[src/rtl/uart_frame_decoder.sv]
// uart_frame_decoder
// Turns the UART receive byte stream into memory-write words and dump requests.
// A frame is START b0 b1 b2 b3 STOP. When the STOP byte arrives, the frame is
// loaded into a one-word output register that is handed over on a valid/ready
// handshake, so the next frame can be parsed while the current word waits.
// Frame errors pulse frame_err and are counted in a saturating counter.
//
// State table:
//   state       | meaning
//   IDLE        | waiting for START; DUMP pulses dump_req, other bytes ignored
//   PAYLOAD     | collecting b0..b3 at index idx, each byte range-checked
//   EXPECT_STOP | four bytes held; only STOP completes the frame
//
// Ports:
//   clk        system clock
//   rst        asynchronous active-high reset
//   rx_data    received byte, qualified by rx_valid
//   rx_valid   single-cycle strobe per received byte
//   wr_valid   wr_addr/wr_data hold a complete word
//   wr_ready   consumer accepts the word this cycle
//   wr_addr    {b0[4:0], b1[4:0]}
//   wr_data    {b2[5:0], b3[5:0]}
//   dump_req   one-cycle pulse when a DUMP byte is received
//   frame_err  one-cycle pulse on any frame error
//   err_count  number of frame errors, saturates at 255
//   busy       parser is mid-frame or a word is pending
module uart_frame_decoder #(
    parameter int CLK_FREQ      = 25000000,
    parameter int BAUD          = 115200,
    parameter int TIMEOUT_BYTES = 16
) (
    input  logic        clk,
    input  logic        rst,
    input  logic [7:0]  rx_data,
    input  logic        rx_valid,
    output logic        wr_valid,
    input  logic        wr_ready,
    output logic [9:0]  wr_addr,
    output logic [11:0] wr_data,
    output logic        dump_req,
    output logic        frame_err,
    output logic [7:0]  err_count,
    output logic        busy
);

    localparam int TIMEOUT_CYCLES = TIMEOUT_BYTES * 10 * (CLK_FREQ / BAUD);
    localparam int TW             = $clog2(TIMEOUT_CYCLES + 1);
    localparam logic [TW-1:0] TIMEOUT_LAST = TW'(TIMEOUT_CYCLES - 1);

    localparam logic [7:0] BYTE_START = 8'hF5;
    localparam logic [7:0] BYTE_STOP  = 8'hFA;
    localparam logic [7:0] BYTE_DUMP  = 8'hF6;

    typedef enum logic [1:0] {
        IDLE        = 2'd0,
        PAYLOAD     = 2'd1,
        EXPECT_STOP = 2'd2
    } state_t;

    state_t        state, state_nxt;
    logic [1:0]    idx, idx_nxt;
    logic [TW-1:0] cnt;
    logic [9:0]    addr_buf;
    logic [11:0]   data_buf;

    logic is_start, is_stop, is_dump;
    logic range_ok, timeout;
    logic err_evt, dump_evt, commit_evt, store_en;
    logic overrun, err_any, load;

    assign is_start = (rx_data == BYTE_START);
    assign is_stop  = (rx_data == BYTE_STOP);
    assign is_dump  = (rx_data == BYTE_DUMP);

    // Address bytes carry 5 useful bits, data bytes carry 6.
    assign range_ok = (idx < 2'd2) ? (rx_data[7:5] == 3'b000) : (rx_data[7:6] == 2'b00);

    // A byte arriving on the expiry cycle takes priority over the timeout.
    assign timeout = (state != IDLE) && !rx_valid && (cnt == TIMEOUT_LAST);

    always_comb begin
        state_nxt  = state;
        idx_nxt    = idx;
        err_evt    = 1'b0;
        dump_evt   = 1'b0;
        commit_evt = 1'b0;
        store_en   = 1'b0;
        case (state)
            IDLE: begin
                if (rx_valid) begin
                    if (is_start) begin
                        state_nxt = PAYLOAD;
                        idx_nxt   = 2'd0;
                    end else if (is_dump) begin
                        dump_evt = 1'b1;
                    end
                end
            end
            PAYLOAD: begin
                if (rx_valid) begin
                    if (is_start) begin
                        err_evt = 1'b1;
                        idx_nxt = 2'd0;
                    end else if (is_dump) begin
                        err_evt   = 1'b1;
                        dump_evt  = 1'b1;
                        state_nxt = IDLE;
                    end else if (is_stop) begin
                        err_evt   = 1'b1;
                        state_nxt = IDLE;
                    end else if (range_ok) begin
                        store_en = 1'b1;
                        if (idx == 2'd3) begin
                            state_nxt = EXPECT_STOP;
                        end else begin
                            idx_nxt = 2'(idx + 2'd1);
                        end
                    end else begin
                        err_evt   = 1'b1;
                        state_nxt = IDLE;
                    end
                end else if (timeout) begin
                    err_evt   = 1'b1;
                    state_nxt = IDLE;
                end
            end
            EXPECT_STOP: begin
                if (rx_valid) begin
                    if (is_stop) begin
                        commit_evt = 1'b1;
                        state_nxt  = IDLE;
                    end else if (is_start) begin
                        err_evt   = 1'b1;
                        state_nxt = PAYLOAD;
                        idx_nxt   = 2'd0;
                    end else if (is_dump) begin
                        err_evt   = 1'b1;
                        dump_evt  = 1'b1;
                        state_nxt = IDLE;
                    end else begin
                        err_evt   = 1'b1;
                        state_nxt = IDLE;
                    end
                end else if (timeout) begin
                    err_evt   = 1'b1;
                    state_nxt = IDLE;
                end
            end
            default: begin
                state_nxt = IDLE;
            end
        endcase
    end

    // A commit into an occupied, non-draining register drops the new frame.
    assign overrun = commit_evt && wr_valid && !wr_ready;
    assign load    = commit_evt && !overrun;
    assign err_any = err_evt || overrun;

    always_ff @(posedge clk or posedge rst) begin
        if (rst) begin
            state <= IDLE;
            idx   <= 2'd0;
        end else begin
            state <= state_nxt;
            idx   <= idx_nxt;
        end
    end

    always_ff @(posedge clk or posedge rst) begin
        if (rst) begin
            cnt <= '0;
        end else if (rx_valid || (state == IDLE) || timeout) begin
            cnt <= '0;
        end else begin
            cnt <= TW'(cnt + 1'b1);
        end
    end

    always_ff @(posedge clk or posedge rst) begin
        if (rst) begin
            addr_buf <= '0;
            data_buf <= '0;
        end else if (store_en) begin
            case (idx)
                2'd0:    addr_buf[9:5]  <= rx_data[4:0];
                2'd1:    addr_buf[4:0]  <= rx_data[4:0];
                2'd2:    data_buf[11:6] <= rx_data[5:0];
                default: data_buf[5:0]  <= rx_data[5:0];
            endcase
        end
    end

    always_ff @(posedge clk or posedge rst) begin
        if (rst) begin
            wr_valid <= 1'b0;
            wr_addr  <= '0;
            wr_data  <= '0;
        end else if (load) begin
            wr_valid <= 1'b1;
            wr_addr  <= addr_buf;
            wr_data  <= data_buf;
        end else if (wr_ready) begin
            wr_valid <= 1'b0;
        end
    end

    always_ff @(posedge clk or posedge rst) begin
        if (rst) begin
            dump_req  <= 1'b0;
            frame_err <= 1'b0;
            err_count <= 8'd0;
        end else begin
            dump_req  <= dump_evt;
            frame_err <= err_any;
            if (err_any && (err_count != 8'hFF)) begin
                err_count <= 8'(err_count + 8'd1);
            end
        end
    end

    assign busy = (state != IDLE) || wr_valid;

endmodule

[config.mk]
export PLATFORM = sky130hd
export DESIGN_NAME = uart_frame_decoder
export DESIGN_NICKNAME = d
export VERILOG_FILES = /design/src/rtl/uart_frame_decoder.sv
export SDC_FILE = /design/constraint.sdc
export NUM_CORES = 1
export LEC_CHECK = 0
export ABC_AREA = 1
export CORE_ASPECT_RATIO = 0.75
export CORE_UTILIZATION = 55
export CTS_CLUSTER_DIAMETER = 30
export DETAILED_ROUTE_END_ITERATION = 7
export DONT_BUFFER_PORTS = 1
export HOLD_SLACK_MARGIN = 0.03
export PLACE_DENSITY_LB_ADDON = 0.3
export SYNTH_ARGS = -nofsm -noshare
export SYNTH_HDL_FRONTEND = slang
export SYNTH_SLANG_ARGS = --single-unit
[constraint.sdc]
create_clock -name clk -period 6.7 [get_ports clk]
set_input_delay 1.34 -clock clk [delete_from_list [all_inputs] [get_ports clk]]
set_output_delay 1.34 -clock clk [all_outputs]
set_load 0.1 [all_outputs]
==> flow_metrics.py, run 1 <==
metrics = {
    "global_routing": {
        "use_met1_pct": 27.11,
        "antenna_found_initial": 0,
        "grt_pass1_vias": 2365,
        "use_met2_pct": 31.91,
        "busiest_layer": "met2",
        "grt_pass1_wl_mm": 10.81,
        "use_met3_pct": 8.438,
        "grt_max_degree": 76,
        "grt_usage_pct": 20.76,
        "overflow": 0,
    },
    "synth": {
        "syn_avg_cell_area_sq_um": 9.387,
        "yosys-top-cells-area": "dfrtp_1, nand2_1, mux2_4, ha_1, nand3_1",
        "synth.top_cell.area_share_pct": 51.26,
        "synth-edff-count": 0,
        "synth_cell_type_count": 29,
        "synthArstFlopShare_pct": 100.0,
        "syn_inst": 390,
        "synthesis.area_sq_um": 3661,
        "synth-seq-cells": 75,
        "synth_fp_nets": 414,
        "ys_seq_area_share_pct": 51.26,
        "yosysTopAreaCell": "dfrtp_1",
        "synth_ff_type": "dfrtp_1",
        "ys_warn_count": 0,
    },
    "cts": {
        "cts_root_buf": "clkbuf_8",
        "clock_path_buffers": 2,
        "ctsResizeCount": 0,
        "clkSinkCount": 75,
        "cts_buffers": 9,
        "cts.htree.levels": 3,
        "cts_tree": "yes",
        "cts_setup_buffers": 0,
        "clk_pin_slew_worst_paths_ps": 70,
        "worstSkewPairLatency_ps": 350,
        "cts_hold_buf": 0,
    },
    "cells_and_area": {
        "syn2layout_area_growth_pct": 7.792,
        "antenna_cells": 0,
        "final_common_cell": "nand2_1",
        "postLayoutCoreUtil_pct": 62.15,
        "design_area_sq_um": 3946,
        "layout.cells.non_filler": 482,
        "layout-drive-gt1-share_pct": 13.22,
        "fin_nets": 421,
        "mostFrequentLayoutCells": "nand2_1, dfrtp_1, inv_1",
    },
    "worst_setup_path": {
        "setup.worst_path.class": "flop to primary output",
        "crit_path_start_kind": "flop",
        "endpoint_kind": "primary output",
        "cp.buffers_inverters": 0,
        "timing.rr.start": "err_count[0]",
        "reg2reg_to": "err_count[7]",
        "cp_top_family": "flip-flops",
        "required_ps": 5360,
        "worstPathMaxFanout": 4,
        "crit_slowest_cell": "dfrtp_1",
        "ff2ff_setup_slack_ps": 4180,
        "worstPathCellList": "or2_2",
        "arrival_ps": 1890,
        "critPathMaxStageDelay_ps": 960,
        "reg2regPathDepth": 7,
    },
    "routing": {
        "remaining_drc_errors": 0,
        "viasPerCell": 5.263,
        "finalWirelength_mm": 6.580,
        "drtAntennaViolNets": 0,
        "routedWlPerCell_microns": 13.65,
        "vias": 2537,
        "dr.pass1.iters": 4,
        "first_iter_violations": 84,
    },
    "timing": {
        "finalSetupTns_ps": 0,
        "timing.slew.headroom_pct": 29.92,
        "worst_slew_pin_slew_ps": 1051,
        "maxSlewViolCount": 0,
        "grt_setup_unrepaired": "false",
        "post-route-period-util_pct": 48.20,
        "fin_crit_ps": 3229,
        "fin_skew_ps": 10.66,
        "setup_viol": 0,
        "hold_violations": 0,
        "max_freq_mhz": 309.7,
    },
    "die": {
        "start_util_pct": 57.66,
        "die_w_microns": 96.21,
        "rows": 25,
        "num_io_pins": 46,
        "die_h_microns": 72.66,
        "core_sq_um": 6350,
        "dieArea_sq_um": 6990,
    },
    "worst_hold_path": {
        "hold_path_class": "flop to flop",
        "hold-path-endpoint": "addr_buf[7]",
        "hp-start": "addr_buf[7]",
        "min_delay_path_depth": 2,
    },
    "placed_design": {
        "dpl-instance-area_sq_um": 3732,
        "io_buffer_count": 0,
        "gp_congestion": 0.8735,
        "dp.cells": 467,
        "dp.final_hpwl_mm": 4.681,
    },
    "power": {
        "p_leak_nw": 2.017,
        "ir_drop_mv": 0.1716,
        "p_per_area_nw_per_um2": 315.9,
    },
    "outcome": {
        "outcome": "finished clean",
    },
    "flow_run": {
        "drv_cap": 0,
    },
}
## registers in the layout, summed over array words and instances, names as in the netlist
register / cells
addr_buf: 10
cnt: 16
data_buf: 12
dump_req: 1
err_count: 8
frame_err: 1
idx: 2
state: 2
wr_addr: 10
wr_data: 12
wr_valid: 1
## kinds of logic (layout without fill, tap and decap cells)
group	count (synthesis)	count (layout)	synth area share (%)
buffers and inverters	44	55	5.024
multiplexers	22	22	8.715
AND/OR/NAND/NOR	191	191	23.17
XOR/XNOR	12	12	2.871
flip-flops	75	75	51.26
AO/OA/AOI/OAI	34	34	4.853
adder cells (fa/ha/maj)	12	12	4.101
## worst max path at each step
stage | slack (ps) | from | end | depth (start not counted)
floorplan | 3450 | rst | addr_buf[0] | 1
global placement | 3840 | wr_valid | busy | 1
detailed placement | 3830 | wr_valid | busy | 1
CTS | 3450 | wr_valid | busy | 1
global route | 3420 | wr_valid | busy | 1
finish | 3470 | wr_valid | busy | 1
## routing by layer
layer  vias up  part of all wire, %
met5         -                    0
met4         0                 0.81
li1       1287                    -
met1      1205                   49
met2        40                   46
met3         5                  4.5
## layout make-up
cell class	instances	area (sq um)
Clock buffer	9	123.9
Timing Repair Buffer	1	7.507
Inverter	39	146.4
Sequential cell	75	1877
Tap cell	81	101.3
Clock inverter	6	90.09
Multi-Input combinational cell	271	1600
Fill cell	538	2404
## Yosys cell counts, drive strengths merged, types with 5 or more instances
cell,count
xnor2,5
nor2,39
o21ai,25
nand3,30
a21oi,5
nand4,8
dfrtp,75
xor2,7
nor3,10
nand2,101
buf,5
ha,12
mux2,22
inv,39
## stage by stage
stage | total power [mW] | hold WS (ps) | setup slack, ps
CTS | 1.257 | 493.4 | 3449
floorplan | 0.8308 | 449.2 | 3450
detailed placement | 0.8836 | 473.8 | 3826
global route | 1.317 | 517.1 | 3424
finish | 1.247 | 489.1 | 3471
global placement | 0.8719 | 466.6 | 3840
## report_power, final
part	internal, mW	switching [mW]
logic	0.0749	0.156
clock network	0.209	0.163
registers	0.516	0.128
total	0.800	0.447
Power figures use the tool's default switching activity.
==> run 2: changes to the inputs <==
==> constraint.sdc (replaced) <==
create_clock -name clk -period 2.64 [get_ports clk]
set_input_delay 0.528 -clock clk [delete_from_list [all_inputs] [get_ports clk]]
set_output_delay 0.528 -clock clk [all_outputs]
set_load 0.1 [all_outputs]
==> run 2 against run 1 <==
Net effect: first-iteration DRC count increased by 50%; via count increased by 1.4%; combinational power increased to 3.4 times the previous value; sequential share of layout area decreased by 1.0 points; cell count increased by 2.1%; largest cell class unchanged; register-to-register slack got worse by 3400 ps; die area unchanged.
==> flow_metrics.py, run 2 (synthesis results as in run 1) <==
metrics = {
    "cells_and_area": {
        "antenna_cells": 0,
        "mostFrequentLayoutCells": "nand2_1, dfrtp_1, inv_1",
        "multi_input_area_sq_um": 1600,
        "regArea_sq_um": 1877,
        "syn2layout_area_growth_pct": 10.22,
        "fillers": 535,
        "reg_top3": "cnt (16), data_buf (12), wr_data (12)",
        "fin_nets": 431,
        "final_common_cell": "nand2_1",
        "postLayoutCoreUtil_pct": 63.55,
        "largest_register_ffs": 16,
        "regMostFlops": "cnt",
        "layout-drive-gt1-share_pct": 15.33,
    },
    "die": {
        "core_sq_um": 6350,
        "rows": 25,
        "start_util_pct": 57.66,
        "die_w_microns": 96.21,
        "num_io_pins": 46,
        "dieArea_sq_um": 6990,
        "die_h_microns": 72.66,
    },
    "cts": {
        "cts.htree.levels": 3,
        "cts_root_buf": "clkbuf_8",
        "ctsResizeCount": 0,
        "clock_path_buffers": 2,
        "cts_hold_buf": 0,
        "clk_pin_slew_worst_paths_ps": 80,
        "cts_tree": "yes",
        "cts_setup_buffers": 0,
        "cts_buffers": 9,
        "clkSinkCount": 75,
        "worstSkewPairLatency_ps": 360,
    },
    "global_routing": {
        "grt_pass1_vias": 2480,
        "grt_max_degree": 32,
        "grt_pass1_wl_mm": 11.30,
        "antenna_found_initial": 0,
        "grt_usage_pct": 21.88,
        "overflow": 0,
    },
    "timing": {
        "fin_crit_ps": 2258,
        "fin_skew_ps": 10.58,
        "max_freq_mhz": 442.9,
        "setup_viol": 0,
        "timing.slew.headroom_pct": 39.24,
        "worst_slew_pin_slew_ps": 911.4,
        "grt_setup_unrepaired": "false",
        "post-route-period-util_pct": 85.53,
        "finalSetupTns_ps": 0,
        "maxSlewViolCount": 0,
        "hold_violations": 0,
    },
    "routing": {
        "viasPerCell": 5.230,
        "dr.pass1.iters": 4,
        "first_iter_violations": 126,
        "vias": 2573,
        "routedWlPerCell_microns": 13.64,
        "finalWirelength_mm": 6.713,
        "remaining_drc_errors": 0,
        "drtAntennaViolNets": 0,
    },
    "placed_design": {
        "io_buffer_count": 0,
        "dp.final_hpwl_mm": 4.917,
        "gp_congestion": 0.8993,
    },
    "worst_hold_path": {
        "hold_path_class": "primary input to async pin",
    },
    "worst_setup_path": {
        "setup.worst_path.class": "flop to primary output",
        "arrival_ps": 1730,
        "crit_path_start_kind": "flop",
        "required_ps": 2110,
        "worstPathMaxFanout": 5,
        "reg2regPathDepth": 6,
        "endpoint_kind": "primary output",
    },
    "power": {
        "ir_drop_mv": 0.5901,
        "power_mw": 3.212,
        "p_leak_nw": 2.078,
        "p_per_area_nw_per_um2": 796.1,
    },
    "outcome": {
        "outcome": "finished clean",
    },
    "flow_run": {
        "drv_cap": 0,
    },
}
-- run 2: critical path, cell delays in order, from the launching register on --
cell,delay [ps]
dfrtp_1,440
inv_1,160
ha_1,210
inv_1,60
or2_2,500
-- run 2: through the flow --
| stage | setup WS, ps | cell area (sq um) | hold WS [ps] | instances |
|---|---|---|---|---|
| floorplan | 202.0 | 3661 | 449.2 | 390 |
| global placement | 826.7 | 3820 | 468.0 | 477 |
| detailed placement | 775.1 | 3820 | 473.1 | 477 |
| CTS | 374.3 | 4035 | 158.2 | 492 |
| global route | 318.4 | 4035 | 190.7 | 492 |
| finish | 382.1 | 4035 | 138.1 | 492 |
-- run 2: power by group --
group	switching [mW]	total, mW	internal, mW
logic	0.561	0.779	0.218
registers	0.168	1.48	1.31
clock network	0.422	0.951	0.529
-- run 2: path summary, 6_finish.rpt --
| kind | from | end | slack [ps] |
|---|---|---|---|
| hold reg to reg | addr_buf[4] | addr_buf[4] | 490 |
| min in group clk | rx_valid | dump_req | 330 |
| setup reg to reg | state[0] | wr_addr[7] | 810 |
| setup / recovery | state[0] | busy | 380 |
| max in group asynchronous | rst | wr_data[10] | 1880 |
| hold / removal | rst | wr_addr[6] | 140 |
-- run 2: final cells by class --
cell class                      count  share of cell area [%]
Timing Repair Buffer               11                   2.357
Clock buffer                        9                   3.070
Tap cell                           81                   2.512
Sequential cell                    75                   46.51
Clock inverter                      6                   2.264
Inverter                           39                   3.628
Multi-Input combinational cell    271                   39.66
-- run 2: routing by layer --
metal	part of all wire (%)	track usage (%)
met2	46	33.41
met5	0	0
met4	1.9	9.121
met3	4.5	8.021
met1	48	28.20
==> run 3: changes to the inputs <==
--- a/config.mk
+++ b/config.mk
@@ -7,7 +7,8 @@
 export LEC_CHECK = 0
 export ABC_AREA = 1
 export CORE_ASPECT_RATIO = 0.75
-export CORE_UTILIZATION = 55
+export CORE_MARGIN = 2
+export CORE_UTILIZATION = 25
 export CTS_CLUSTER_DIAMETER = 30
 export DETAILED_ROUTE_END_ITERATION = 7
 export DONT_BUFFER_PORTS = 1
==> run 3 against run 2 <==
Net effect: first-iteration DRC count down 4.0%; clock-buffer cell count unchanged; clock skew shrank 3.7 ps; design area rose by 6.6%; total power grew 13%; critical path type unchanged; critical endpoint unchanged; highest routed layer unchanged.
==> flow_metrics.py, run 3 (synthesis results as in run 1) <==
metrics = {
    "worst_setup_path": {
        "worstPathMaxFanout": 5,
        "cp.buffers_inverters": 2,
        "worstPathCellList": "inv_1 -> ha_1 -> inv_1 -> or2_2",
        "crit_path_start_kind": "flop",
        "setup.worst_path.class": "flop to primary output",
        "crit_slowest_cell": "or2_2",
        "cp_top_family": "simple AND/OR/NAND/NOR gates",
        "path_common_cell": "inv_1",
        "critPathMaxStageDelay_ps": 500,
        "crit_start": "state[0]",
        "endpoint_kind": "primary output",
        "arrival_ps": 1720,
        "timing.rr.start": "cnt[0]",
        "required_ps": 2110,
    },
    "cells_and_area": {
        "fin_nets": 431,
        "syn2layout_area_growth_pct": 17.50,
        "antenna_cells": 0,
        "layout.cells.non_filler": 612,
        "regMostFlops": "cnt",
        "design_area_sq_um": 4302,
        "mostFrequentLayoutCells": "nand2_1, dfrtp_1, inv_1",
        "reg_top3": "cnt (16), data_buf (12), wr_data (12)",
        "fillers": 1494,
        "layout-drive-gt1-share_pct": 15.29,
        "final_common_cell": "nand2_1",
        "largest_register_ffs": 16,
    },
    "routing": {
        "routedWlPerCell_microns": 12.91,
        "vias": 2590,
        "drtAntennaViolNets": 0,
        "first_iter_violations": 121,
        "dr.pass1.iters": 4,
        "finalWirelength_mm": 7.899,
        "viasPerCell": 4.232,
        "remaining_drc_errors": 0,
    },
    "global_routing": {
        "grt_max_degree": 75,
        "grt_pass1_wl_mm": 13.33,
        "overflow": 0,
        "grt_usage_pct": 11.13,
        "antenna_found_initial": 0,
        "grt_pass1_vias": 2540,
    },
    "cts": {
        "clkSinkCount": 75,
        "cts_tree": "yes",
        "worstSkewPairLatency_ps": 340,
        "cts_root_buf": "clkbuf_16",
        "clock_path_buffers": 2,
        "cts_buffers": 9,
        "cts.htree.levels": 3,
        "clk_pin_slew_worst_paths_ps": 60,
    },
    "placed_design": {
        "io_buffer_count": 0,
        "gp_congestion": 0.8720,
        "dp.cells": 595,
        "dp.final_hpwl_mm": 5.719,
        "dpl-instance-area_sq_um": 3963,
    },
    "worst_hold_path": {
        "hp-start": "rx_valid",
        "hold_path_class": "primary input to flop",
    },
    "timing": {
        "grt_setup_unrepaired": "false",
        "fin_skew_ps": 6.923,
        "setup_viol": 0,
        "finalSetupTns_ps": 0,
        "max_freq_mhz": 445.2,
        "hold_violations": 0,
        "maxSlewViolCount": 0,
        "post-route-period-util_pct": 85.09,
        "worst_slew_pin_slew_ps": 935.8,
        "timing.slew.headroom_pct": 37.61,
        "fin_crit_ps": 2246,
    },
    "die": {
        "core_sq_um": 14410,
        "rows": 38,
        "die_w_microns": 143.7,
        "num_io_pins": 46,
        "die_h_microns": 108.8,
        "start_util_pct": 25.41,
        "dieArea_sq_um": 15640,
    },
    "power": {
        "p_per_area_nw_per_um2": 843.9,
        "ir_drop_mv": 0.6396,
        "p_leak_nw": 2.129,
        "power_mw": 3.630,
    },
    "outcome": {
        "outcome": "finished clean",
    },
    "flow_run": {
        "drv_cap": 0,
    },
}
## run 3: stage by stage
stage | worst slack [ps] | hold WS, ps | utilization [%]
after floorplan | 202.0 | 449.2 | -
after global placement | 810.1 | 267.6 | 27.51
final | 393.6 | 339.6 | 29.86
after CTS | 384.5 | 324.5 | 29.86
after global routing | 313.9 | 350.5 | 29.86
after detailed placement | 755.6 | 267.3 | 27.51
## run 3: cell type report
type / instances / area [sq um] / area share [%]
well taps: 200 / 250.2 / 5.817
clock buffers: 9 / 225.2 / 5.236
multi-input cells: 271 / 1600 / 37.20
flip-flops and latches: 75 / 1877 / 43.63
clock inverters: 7 / 103.9 / 2.414
repair buffers: 11 / 97.59 / 2.269
inverters: 39 / 147.6 / 3.432
## run 3: repair_timing
| item | CTS | global route |
|---|---|---|
| buffers inserted | 0 | 0 |
| endpoints found under the hold margin | 1 | 0 |
| gates resized for setup | 0 | 0 |
| endpoints found under the setup margin | 0 | 0 |
| hold buffers | 1 | 0 |
## run 3: final timing paths
kind,to,slack [ps],cells past startpoint
hold reg to reg,addr_buf[8],490,2
hold / removal,dump_req,340,2
max in group asynchronous,cnt[4],1570,3
setup reg to reg,err_count[0],810,12
min in group asynchronous,wr_addr[1],490,2
setup / recovery,busy,390,4
## run 3: where the power goes
| group | internal [mW] | switching, mW |
|---|---|---|
| clock | 0.842 | 0.518 |
| combinational | 0.218 | 0.563 |
| sequential | 1.32 | 0.172 |
## run 3: metal layers
metal / part of all wire (%) / vias up / global-route usage [%] / wire, microns
met5: 0 / - / 0 / 0
met4: 2.1 / 0 / 4.902 / 165
met3: 5.3 / 11 / 4.040 / 416
met2: 42 / 58 / 16.26 / 3353
met1: 50 / 1205 / 14.78 / 3965
li1: - / 1316 / - / -
